File: config.mk
export PLATFORM = sky130hd
export DESIGN_NAME = alu_arbiter_flat
export DESIGN_NICKNAME = d
export VERILOG_FILES = /design/src/rtl/alu_arbiter_if.sv /design/src/rtl/alu_arbiter.sv /design/src/flat_wrapper.sv
export SDC_FILE = /design/constraint.sdc
export NUM_CORES = 1
export LEC_CHECK = 0
export BUFFER_PORTS_ARGS = -buffer_cell sky130_fd_sc_hd__clkbuf_2
export CAP_MARGIN = 20
export CORE_UTILIZATION = 43
export DETAILED_ROUTE_END_ITERATION = 10
export PLACE_DENSITY_LB_ADDON = 0.05
export RECOVER_POWER = 25
export SLEW_MARGIN = 20
export SYNTH_ARGS = -nofsm -noshare
export SYNTH_HDL_FRONTEND = slang
export SYNTH_SLANG_ARGS = --single-unit
File: constraint.sdc
create_clock -name clk -period 1.7 [get_ports clk]
set_clock_uncertainty 0.15 [all_clocks]
set_input_delay 0.255 -clock clk [delete_from_list [all_inputs] [get_ports clk]]
set_output_delay 0.255 -clock clk [all_outputs]
set_load 0.02 [all_outputs]
File: src/rtl/alu_arbiter_if.sv
// Bundle of request, ALU-side and response signals around alu_arbiter.
// slave: the arbiter's view; master: the requesters, ALU and response consumer.
interface alu_arbiter_if #(
  parameter int N = 4
);
  logic         req0_valid;
  logic         req0_ready;
  logic [3:0]   req0_ctrl;
  logic [N-1:0] req0_a;
  logic [N-1:0] req0_b;
  logic         req0_setflags;

  logic         req1_valid;
  logic         req1_ready;
  logic [3:0]   req1_ctrl;
  logic [N-1:0] req1_a;
  logic [N-1:0] req1_b;
  logic         req1_setflags;

  logic [3:0]   alu_ctrl;
  logic [N-1:0] alu_a;
  logic [N-1:0] alu_b;
  logic [N-1:0] alu_result;
  logic [1:0]   alu_flags;

  logic         rsp_valid;
  logic         rsp_ready;
  logic         rsp_id;
  logic [N-1:0] rsp_result;
  logic [1:0]   rsp_flags;
  logic [1:0]   flags_q;

  modport slave (
    input  req0_valid, req0_ctrl, req0_a, req0_b, req0_setflags,
    output req0_ready,
    input  req1_valid, req1_ctrl, req1_a, req1_b, req1_setflags,
    output req1_ready,
    output alu_ctrl, alu_a, alu_b,
    input  alu_result, alu_flags,
    output rsp_valid, rsp_id, rsp_result, rsp_flags, flags_q,
    input  rsp_ready
  );

  modport master (
    output req0_valid, req0_ctrl, req0_a, req0_b, req0_setflags,
    input  req0_ready,
    output req1_valid, req1_ctrl, req1_a, req1_b, req1_setflags,
    input  req1_ready,
    input  alu_ctrl, alu_a, alu_b,
    output alu_result, alu_flags,
    input  rsp_valid, rsp_id, rsp_result, rsp_flags, flags_q,
    output rsp_ready
  );
endinterface

File: src/rtl/alu_arbiter.sv
// Two-port arbiter for a shared N-bit ALU: grants, registers the op, captures the
// result/flags into a held response and maintains {V,Z}. Option: ALU_ARB_FIXED_PRIO_EN.
module alu_arbiter #(
  parameter int N = 4
) (
  input logic          clk,
  input logic          reset,
  alu_arbiter_if.slave bus
);

  typedef enum logic [1:0] {
    IDLE,
    EXEC,
    RESP
  } state_t;

  state_t       state;
  state_t       state_nxt;

  logic         last_grant;
  logic         lat_id;
  logic         lat_setflags;

  logic         gnt_valid;
  logic         gnt_id;
  logic         accept;
  logic [3:0]   gnt_ctrl;
  logic [N-1:0] gnt_a;
  logic [N-1:0] gnt_b;
  logic         gnt_setflags;

  // Grant selection and operand mux for the winning port.
  always_comb begin
    gnt_valid = bus.req0_valid | bus.req1_valid;
    gnt_id    = 1'b0;
    if (bus.req0_valid && bus.req1_valid) begin
`ifdef ALU_ARB_FIXED_PRIO_EN
      gnt_id = 1'b0;
`else
      gnt_id = ~last_grant;
`endif
    end else begin
      gnt_id = bus.req1_valid;
    end
    gnt_ctrl     = gnt_id ? bus.req1_ctrl     : bus.req0_ctrl;
    gnt_a        = gnt_id ? bus.req1_a        : bus.req0_a;
    gnt_b        = gnt_id ? bus.req1_b        : bus.req0_b;
    gnt_setflags = gnt_id ? bus.req1_setflags : bus.req0_setflags;
  end

  assign accept = (state == IDLE) && gnt_valid;

  always_ff @(posedge clk) begin
    if (reset) begin
      state <= IDLE;
    end else begin
      state <= state_nxt;
    end
  end

  always_comb begin
    state_nxt = state;
    case (state)
      IDLE:    if (accept) state_nxt = EXEC;
      EXEC:    state_nxt = RESP;
      RESP:    if (bus.rsp_ready) state_nxt = IDLE;
      default: state_nxt = IDLE;
    endcase
  end

  always_comb begin
    bus.req0_ready = accept && !gnt_id;
    bus.req1_ready = accept &&  gnt_id;
  end

  // alu_* hold the last op outside EXEC; only reset clears them.
  always_ff @(posedge clk) begin
    if (reset) begin
      bus.alu_ctrl   <= '0;
      bus.alu_a      <= '0;
      bus.alu_b      <= '0;
      bus.rsp_valid  <= 1'b0;
      bus.rsp_id     <= 1'b0;
      bus.rsp_result <= '0;
      bus.rsp_flags  <= '0;
      bus.flags_q    <= '0;
      last_grant     <= 1'b1;
      lat_id         <= 1'b0;
      lat_setflags   <= 1'b0;
    end else begin
      case (state)
        IDLE: begin
          if (accept) begin
            bus.alu_ctrl <= gnt_ctrl;
            bus.alu_a    <= gnt_a;
            bus.alu_b    <= gnt_b;
            lat_id       <= gnt_id;
            lat_setflags <= gnt_setflags;
            last_grant   <= gnt_id;
          end
        end
        EXEC: begin
          bus.rsp_result <= bus.alu_result;
          bus.rsp_flags  <= bus.alu_flags;
          bus.rsp_id     <= lat_id;
          bus.rsp_valid  <= 1'b1;
          if (lat_setflags) bus.flags_q <= bus.alu_flags;
        end
        RESP: begin
          if (bus.rsp_ready) bus.rsp_valid <= 1'b0;
        end
        default: ;
      endcase
    end
  end

endmodule
File: src/flat_wrapper.sv
// flat-port wrapper written by rule: the top's interface ports become plain ports
module alu_arbiter_flat 
#(
  parameter int N = 4
)
  (clk, reset, bus_req0_valid, bus_req0_ctrl, bus_req0_a, bus_req0_b, bus_req0_setflags, bus_req0_ready, bus_req1_valid, bus_req1_ctrl, bus_req1_a, bus_req1_b, bus_req1_setflags, bus_req1_ready, bus_alu_ctrl, bus_alu_a, bus_alu_b, bus_alu_result, bus_alu_flags, bus_rsp_valid, bus_rsp_id, bus_rsp_result, bus_rsp_flags, bus_flags_q, bus_rsp_ready);
  alu_arbiter_if #(.N(N)) bus_i ();
  input logic clk;
  input logic reset;
  input wire logic [$bits(bus_i.req0_valid)-1:0] bus_req0_valid;
  input wire logic [$bits(bus_i.req0_ctrl)-1:0] bus_req0_ctrl;
  input wire logic [$bits(bus_i.req0_a)-1:0] bus_req0_a;
  input wire logic [$bits(bus_i.req0_b)-1:0] bus_req0_b;
  input wire logic [$bits(bus_i.req0_setflags)-1:0] bus_req0_setflags;
  output wire logic [$bits(bus_i.req0_ready)-1:0] bus_req0_ready;
  input wire logic [$bits(bus_i.req1_valid)-1:0] bus_req1_valid;
  input wire logic [$bits(bus_i.req1_ctrl)-1:0] bus_req1_ctrl;
  input wire logic [$bits(bus_i.req1_a)-1:0] bus_req1_a;
  input wire logic [$bits(bus_i.req1_b)-1:0] bus_req1_b;
  input wire logic [$bits(bus_i.req1_setflags)-1:0] bus_req1_setflags;
  output wire logic [$bits(bus_i.req1_ready)-1:0] bus_req1_ready;
  output wire logic [$bits(bus_i.alu_ctrl)-1:0] bus_alu_ctrl;
  output wire logic [$bits(bus_i.alu_a)-1:0] bus_alu_a;
  output wire logic [$bits(bus_i.alu_b)-1:0] bus_alu_b;
  input wire logic [$bits(bus_i.alu_result)-1:0] bus_alu_result;
  input wire logic [$bits(bus_i.alu_flags)-1:0] bus_alu_flags;
  output wire logic [$bits(bus_i.rsp_valid)-1:0] bus_rsp_valid;
  output wire logic [$bits(bus_i.rsp_id)-1:0] bus_rsp_id;
  output wire logic [$bits(bus_i.rsp_result)-1:0] bus_rsp_result;
  output wire logic [$bits(bus_i.rsp_flags)-1:0] bus_rsp_flags;
  output wire logic [$bits(bus_i.flags_q)-1:0] bus_flags_q;
  input wire logic [$bits(bus_i.rsp_ready)-1:0] bus_rsp_ready;
  assign bus_i.req0_valid = bus_req0_valid;
  assign bus_i.req0_ctrl = bus_req0_ctrl;
  assign bus_i.req0_a = bus_req0_a;
  assign bus_i.req0_b = bus_req0_b;
  assign bus_i.req0_setflags = bus_req0_setflags;
  assign bus_req0_ready = bus_i.req0_ready;
  assign bus_i.req1_valid = bus_req1_valid;
  assign bus_i.req1_ctrl = bus_req1_ctrl;
  assign bus_i.req1_a = bus_req1_a;
  assign bus_i.req1_b = bus_req1_b;
  assign bus_i.req1_setflags = bus_req1_setflags;
  assign bus_req1_ready = bus_i.req1_ready;
  assign bus_alu_ctrl = bus_i.alu_ctrl;
  assign bus_alu_a = bus_i.alu_a;
  assign bus_alu_b = bus_i.alu_b;
  assign bus_i.alu_result = bus_alu_result;
  assign bus_i.alu_flags = bus_alu_flags;
  assign bus_rsp_valid = bus_i.rsp_valid;
  assign bus_rsp_id = bus_i.rsp_id;
  assign bus_rsp_result = bus_i.rsp_result;
  assign bus_rsp_flags = bus_i.rsp_flags;
  assign bus_flags_q = bus_i.flags_q;
  assign bus_i.rsp_ready = bus_rsp_ready;
  alu_arbiter #(.N(N)) u_core (.clk(clk), .reset(reset), .bus(bus_i));
endmodule
# Word-level counts from Yosys, hierarchy flattened

Cells that the tools add are included.
Widths: inputs -> output; s select.

Bitwise gates (word level): 2
Equal/unequal tests: 4
Reduce and logical (&&, ||, !) cells: 11
Mux-type cells: 10

Operator list:

| cell               | number |
|---|---|
| $mux 4             | 3 |
| $reduce_and 2->1   | 4 |
| $pmux 2 s3         | 1 |
| $logic_and 1x1->1  | 4 |
| $mux 2             | 2 |
| $mux 1             | 3 |
| $eq 2x1->1 const B | 1 |
| $eq 2x2->1 const B | 1 |
| $logic_not 2->1    | 1 |
| $ne 2x1->1 const B | 1 |
| $ne 2x2->1 const B | 1 |
| $pmux 1 s2         | 1 |
| $reduce_bool 2->1  | 1 |
| $logic_not 1->1    | 1 |
| $not 1->1          | 1 |
| $or 1x1->1         | 1 |

Flip-flop bits (word level): 27
Output and inout port bits: 24
Word-level logic and storage cells: 39
Input port bits: 37

# Depth between registers and ports, before layout

Word-level depth: 4
Gate-level depth with buffers: 5
Depth with buffers taken out: 3

# Worst setup path before layout

No wires, ideal clock.

Path kind: register to output
Start: register u_core.state[0]
End: output port bus_req0_ready
Data arrival time: 0.911 ns
Path buffers: 1
Data required time: 1.295 ns
Setup slack: 0.384 ns
Stages on the path, launching flop included: 4
Cells stage by stage: dfxtp_1 > buf_2 > nor2_2 > and3_1

Cells in the longest elaborated chain, start to end: 3

RTL lines:

| what                   | line               | RTL |
|---|---|---|
| start, declared        | alu_arbiter.sv:17  | `state_t state;` |
| start signal, assigned | alu_arbiter.sv:57  | `state <= state_nxt;` |
| $logic_not 2->1        | alu_arbiter.sv:51  | `assign accept = (state == IDLE) && gnt_valid;` |
| $logic_and 1x1->1      | alu_arbiter.sv:51  |  |
| $logic_and 1x1->1      | alu_arbiter.sv:72  | `bus.req0_ready = accept && !gnt_id;` |
| end, declared          | flat_wrapper.sv:15 | `output wire logic [$bits(bus_i.req0_ready)-1:0] bus_req0_ready;` |

Every way passes these cells.

# Worst setup path in the final report

Start: register u_core.state[1]
End: output port bus_req0_ready

Same word-level chain as after synthesis.

==> results.txt <==
For the hold violation count in the final report, the log shows 0. The transition time at the pin with the least slew margin was 0.541 ns. Die extent in x: 53.4 um. The clock transition time at the flip-flop clock pins of the worst setup and hold paths was 0.14 ns. The signal on the critical path passes through nor2_4, and3_1, clkbuf_2. For this design the top-level I/O count stands at 61.

The logs give 63.9% for the worst slew margin relative to its limit and 1 for the number of levels in the clock H-tree. For the worst setup path, the data arrival time is 1.22 ns. The worst ir drop on vdd came out at 0.501 mV.

In this run the critical register-to-register path is captured at u_core.bus.alu_a[1]. The later-pin clock latency in the skew report is 0.31 ns. Master cell of the clock root buffer: sky130_fd_sc_hd__clkbuf_4.

The tools report the final-layout setup total negative slack as 0 ns. Type of the worst min-delay path: primary input to flip-flop. Counting every sink on the clock net gives 27.

The worst-path cell with the longest stage delay was sky130_fd_sc_hd__dfxtp_2. The number of buffers added for setup after CTS is 0, and the worst stage delay on the critical path is 0.40 ns. Max-cap violations in this run came to 0. The mapped netlist covers 0.00114 sq mm.

Sorting the synthesized cells by area gives the leading types as sky130_fd_sc_hd__dfxtp_1 48%, sky130_fd_sc_hd__nand3_1 12%, sky130_fd_sc_hd__a31oi_1 7.2%. The routed via count divided by cell count was 5.39. For the final-report max-slew violation count, the log shows 0.

Worst-case clock buffer depth: 2. Entering global routing, the biggest net connects 28 pins. Mean cell area of the mapped netlist: 8.12 sq um. The area of the core was 0.00248 sq mm.

The number of nets handed over by synthesis was 177. In the finished design, the share of the clock period the worst path needs comes to 95.7%. The area growth from synthesis to layout is 33.7%. The tools report the number of failing setup endpoints in the final timing report as 0.

Critical path capture point: bus_req0_ready. The run gives 0.238 ns as the pre-CTS setup slack. Of the synthesized area, sequential elements account for 47.5%.

In the global route stage, overall resource usage came out at 21.0%. The net count of the finished layout is 240. The detailed-routing iteration count for the pre-antenna-repair pass was 4. Yosys printed 0 warnings. The kind of critical path was flip-flop to primary output. The floorplan step set the die height to 53.4 um. The share of final-layout standard cells stronger than drive strength 1 is 33.2%.

Static timing analysis puts the maximum clock frequency at 0.615 GHz. After legalization and detailed placement, the total HPWL measured 2060 um. The wire length per cell was 12.6 um; the number of inserted diodes was 0. The initial antenna violation count was 0.

The worst register-to-register path has a depth of 3. The flow ran to the end, and the final reports show no timing, DRC or antenna violations. The initial standard-cell utilization of the core was 45.9%. TritonCTS built the clock tree. The final route contains 1251 vias.

Kind of end point of the critical path: a primary output. The detailed router finished its first iteration with 28 violations. The run gives 0 as the remaining antenna violation count after routing. The analysis attributes to cell leakage a power of 0.000652 uW.

For this design the ratio of total power to cell area is 886 mW/mm^2. The maximum fanout along the worst path is 8, and the aggregate global routing overflow is 0. The number of input and output port buffers inserted was 60. The synthesized design spends more area on one cell type than any other, namely sky130_fd_sc_hd__dfxtp_1. Counting distinct cell types in the post-synthesis netlist gives 24. Subtracting the final worst setup slack from the clock period gives 1.63 ns. The run gives 0.00285 sq mm as the total die area. Setup slack on the worst reg-to-reg path comes out at 0.26 ns. The initialized floorplan defines 18 standard-cell rows. The synthesized design devotes to its leading area cell type 47.5% of total area.

The first global-routing pass estimated 4430 um of wire. In this run the worst setup path begins at u_core.state[1]. The number of cells produced by synthesis is 140, and the fill cell total of the finished layout is 251.

The register bit total from synthesis came out at 27. The worst register-to-register path begins at u_core.state[1]. The tools report the category of the worst setup path launch point as a flip-flop.

The final setup slack of the worst path is 0.0739 ns, and the number of buffers created by CTS is 3. Data on the critical path is required at its endpoint by 1.29 ns. Number of global-route vias before repair: 1021.

Final RePlAce weighted congestion: 0.703. The routed design has 2930 um of wire. After detailed routing, the number of remaining DRC violations is 0.

Setup repair after global routing left no endpoint under its margin.
==> power by group <==
part | internal (uW) | switching (uW)
clock | 91.6 | 183
sequential | 687 | 38.9
combinational | 137 | 209
==> logic make-up (layout without fill, tap and decap cells) <==
logic type	Yosys count	after routing	synth area share (%)
compound gates	42	42	21.2
flops	27	27	47.5
buf+inv	13	75	5.83
simple gates	58	58	25.4
==> Yosys cell counts <==
library cell               number
sky130_fd_sc_hd__nand3_1       28
sky130_fd_sc_hd__nand3b_1       1
sky130_fd_sc_hd__or2_1          1
sky130_fd_sc_hd__o21ai_1       11
sky130_fd_sc_hd__buf_1          1
sky130_fd_sc_hd__inv_1          2
sky130_fd_sc_hd__nor2_2         1
sky130_fd_sc_hd__nand2b_1       2
sky130_fd_sc_hd__a21boi_2       1
sky130_fd_sc_hd__clkbuf_1       2
sky130_fd_sc_hd__a31oi_1       13
sky130_fd_sc_hd__a21oi_1       10
sky130_fd_sc_hd__dfxtp_1       27
sky130_fd_sc_hd__and2_1         1
sky130_fd_sc_hd__nor2b_1        1
sky130_fd_sc_hd__o21ai_0        4
sky130_fd_sc_hd__nor3b_4        1
sky130_fd_sc_hd__buf_4          3
sky130_fd_sc_hd__nand2_1       16
sky130_fd_sc_hd__nor2_1         5
sky130_fd_sc_hd__and3_1         1
sky130_fd_sc_hd__a211o_1        1
sky130_fd_sc_hd__a211oi_1       2
sky130_fd_sc_hd__buf_2          5
==> worst min-delay path by stage <==
stage                                        start                       end  slack (ns)  cells past startpoint
after detailed placement             u_core.lat_id             u_core.lat_id        0.29                      2
after CTS                         bus_alu_flags[0]   u_core.bus.rsp_flags[0]       0.001                      3
final                             bus_alu_flags[0]   u_core.bus.rsp_flags[0]        0.01                      3
after global placement    u_core.bus.rsp_result[1]  u_core.bus.rsp_result[1]        0.29                      2
after floorplan                   bus_alu_flags[0]   u_core.bus.rsp_flags[0]        0.24                      2
after global routing              bus_req0_ctrl[3]    u_core.bus.alu_ctrl[3]      0.0006                      3
==> worst max-delay path, delay by kind of cell, from the launching register on <==
family                 cells  cell delay [ns]
AND/OR/NAND/NOR            2             0.33
flip-flops                 1             0.40
buffers and inverters      1             0.17
==> sequential cells by signal (all words and copies together), names as in the netlist, 2 cells and up <==
register,cells
u_core.bus.flags_q,2
u_core.bus.alu_ctrl,4
u_core.bus.rsp_result,4
u_core.bus.rsp_flags,2
u_core.state,2
u_core.bus.alu_a,4
u_core.bus.alu_b,4
==> cells in the final DEF (no fill, tap or decap), types with 2 or more instances in the layout <==
cell,synthesis,final
sky130_fd_sc_hd__clkbuf_4,0,3
sky130_fd_sc_hd__dfxtp_2,0,2
sky130_fd_sc_hd__a211oi_1,2,2
sky130_fd_sc_hd__inv_1,2,2
sky130_fd_sc_hd__nand2b_1,2,2
sky130_fd_sc_hd__a21oi_1,10,10
sky130_fd_sc_hd__o21ai_0,4,5
sky130_fd_sc_hd__clkbuf_1,2,7
sky130_fd_sc_hd__dfxtp_1,27,25
sky130_fd_sc_hd__dlygate4sd3_1,0,4
sky130_fd_sc_hd__nor2_1,5,5
sky130_fd_sc_hd__nand2_1,16,16
sky130_fd_sc_hd__o21ai_1,11,10
sky130_fd_sc_hd__clkbuf_2,0,54
sky130_fd_sc_hd__nand3_1,28,28
sky130_fd_sc_hd__a31oi_1,13,13
sky130_fd_sc_hd__buf_4,3,5
==> layout make-up <==
cell class                 count  area, sq um  area share, %
clock buffer                   4         26.3           1.73
inverter                       2         7.51          0.494
multi-input combinational    100          536           35.2
sequential                    27          543           35.7
tap                           30         37.5           2.47
timing repair buffer          69          370           24.4
==> per-layer routing <==
metal	vias to the layer above	wire (um)	GRT usage [%]
met5	-	0	0
met4	0	19	6.58
met2	58	1320	32.9
met3	4	221	2.87
met1	565	1370	29.1
li1	624	-	-
==> repair_timing <==
item,CTS,global route
gates cloned,0,0
endpoints found under the hold margin,4,0
endpoints found under the setup margin,1,2
gates resized for setup,2,1
hold buffers,4,0
==> per-stage QoR <==
stage	utilization, %	cell area, sq um	power, uW	hold WS, ns	std cells
final	61.4	1520	1350	0.0122	232
after global placement	58.7	1450	1070	0.290	224
after global routing	61.4	1520	1420	0.000622	232
after CTS	61.5	1520	1360	0.00108	232
after detailed placement	58.7	1450	1080	0.295	224
after floorplan	-	1140	952	0.241	140
Note: power is estimated with default switching activity, not from simulation.
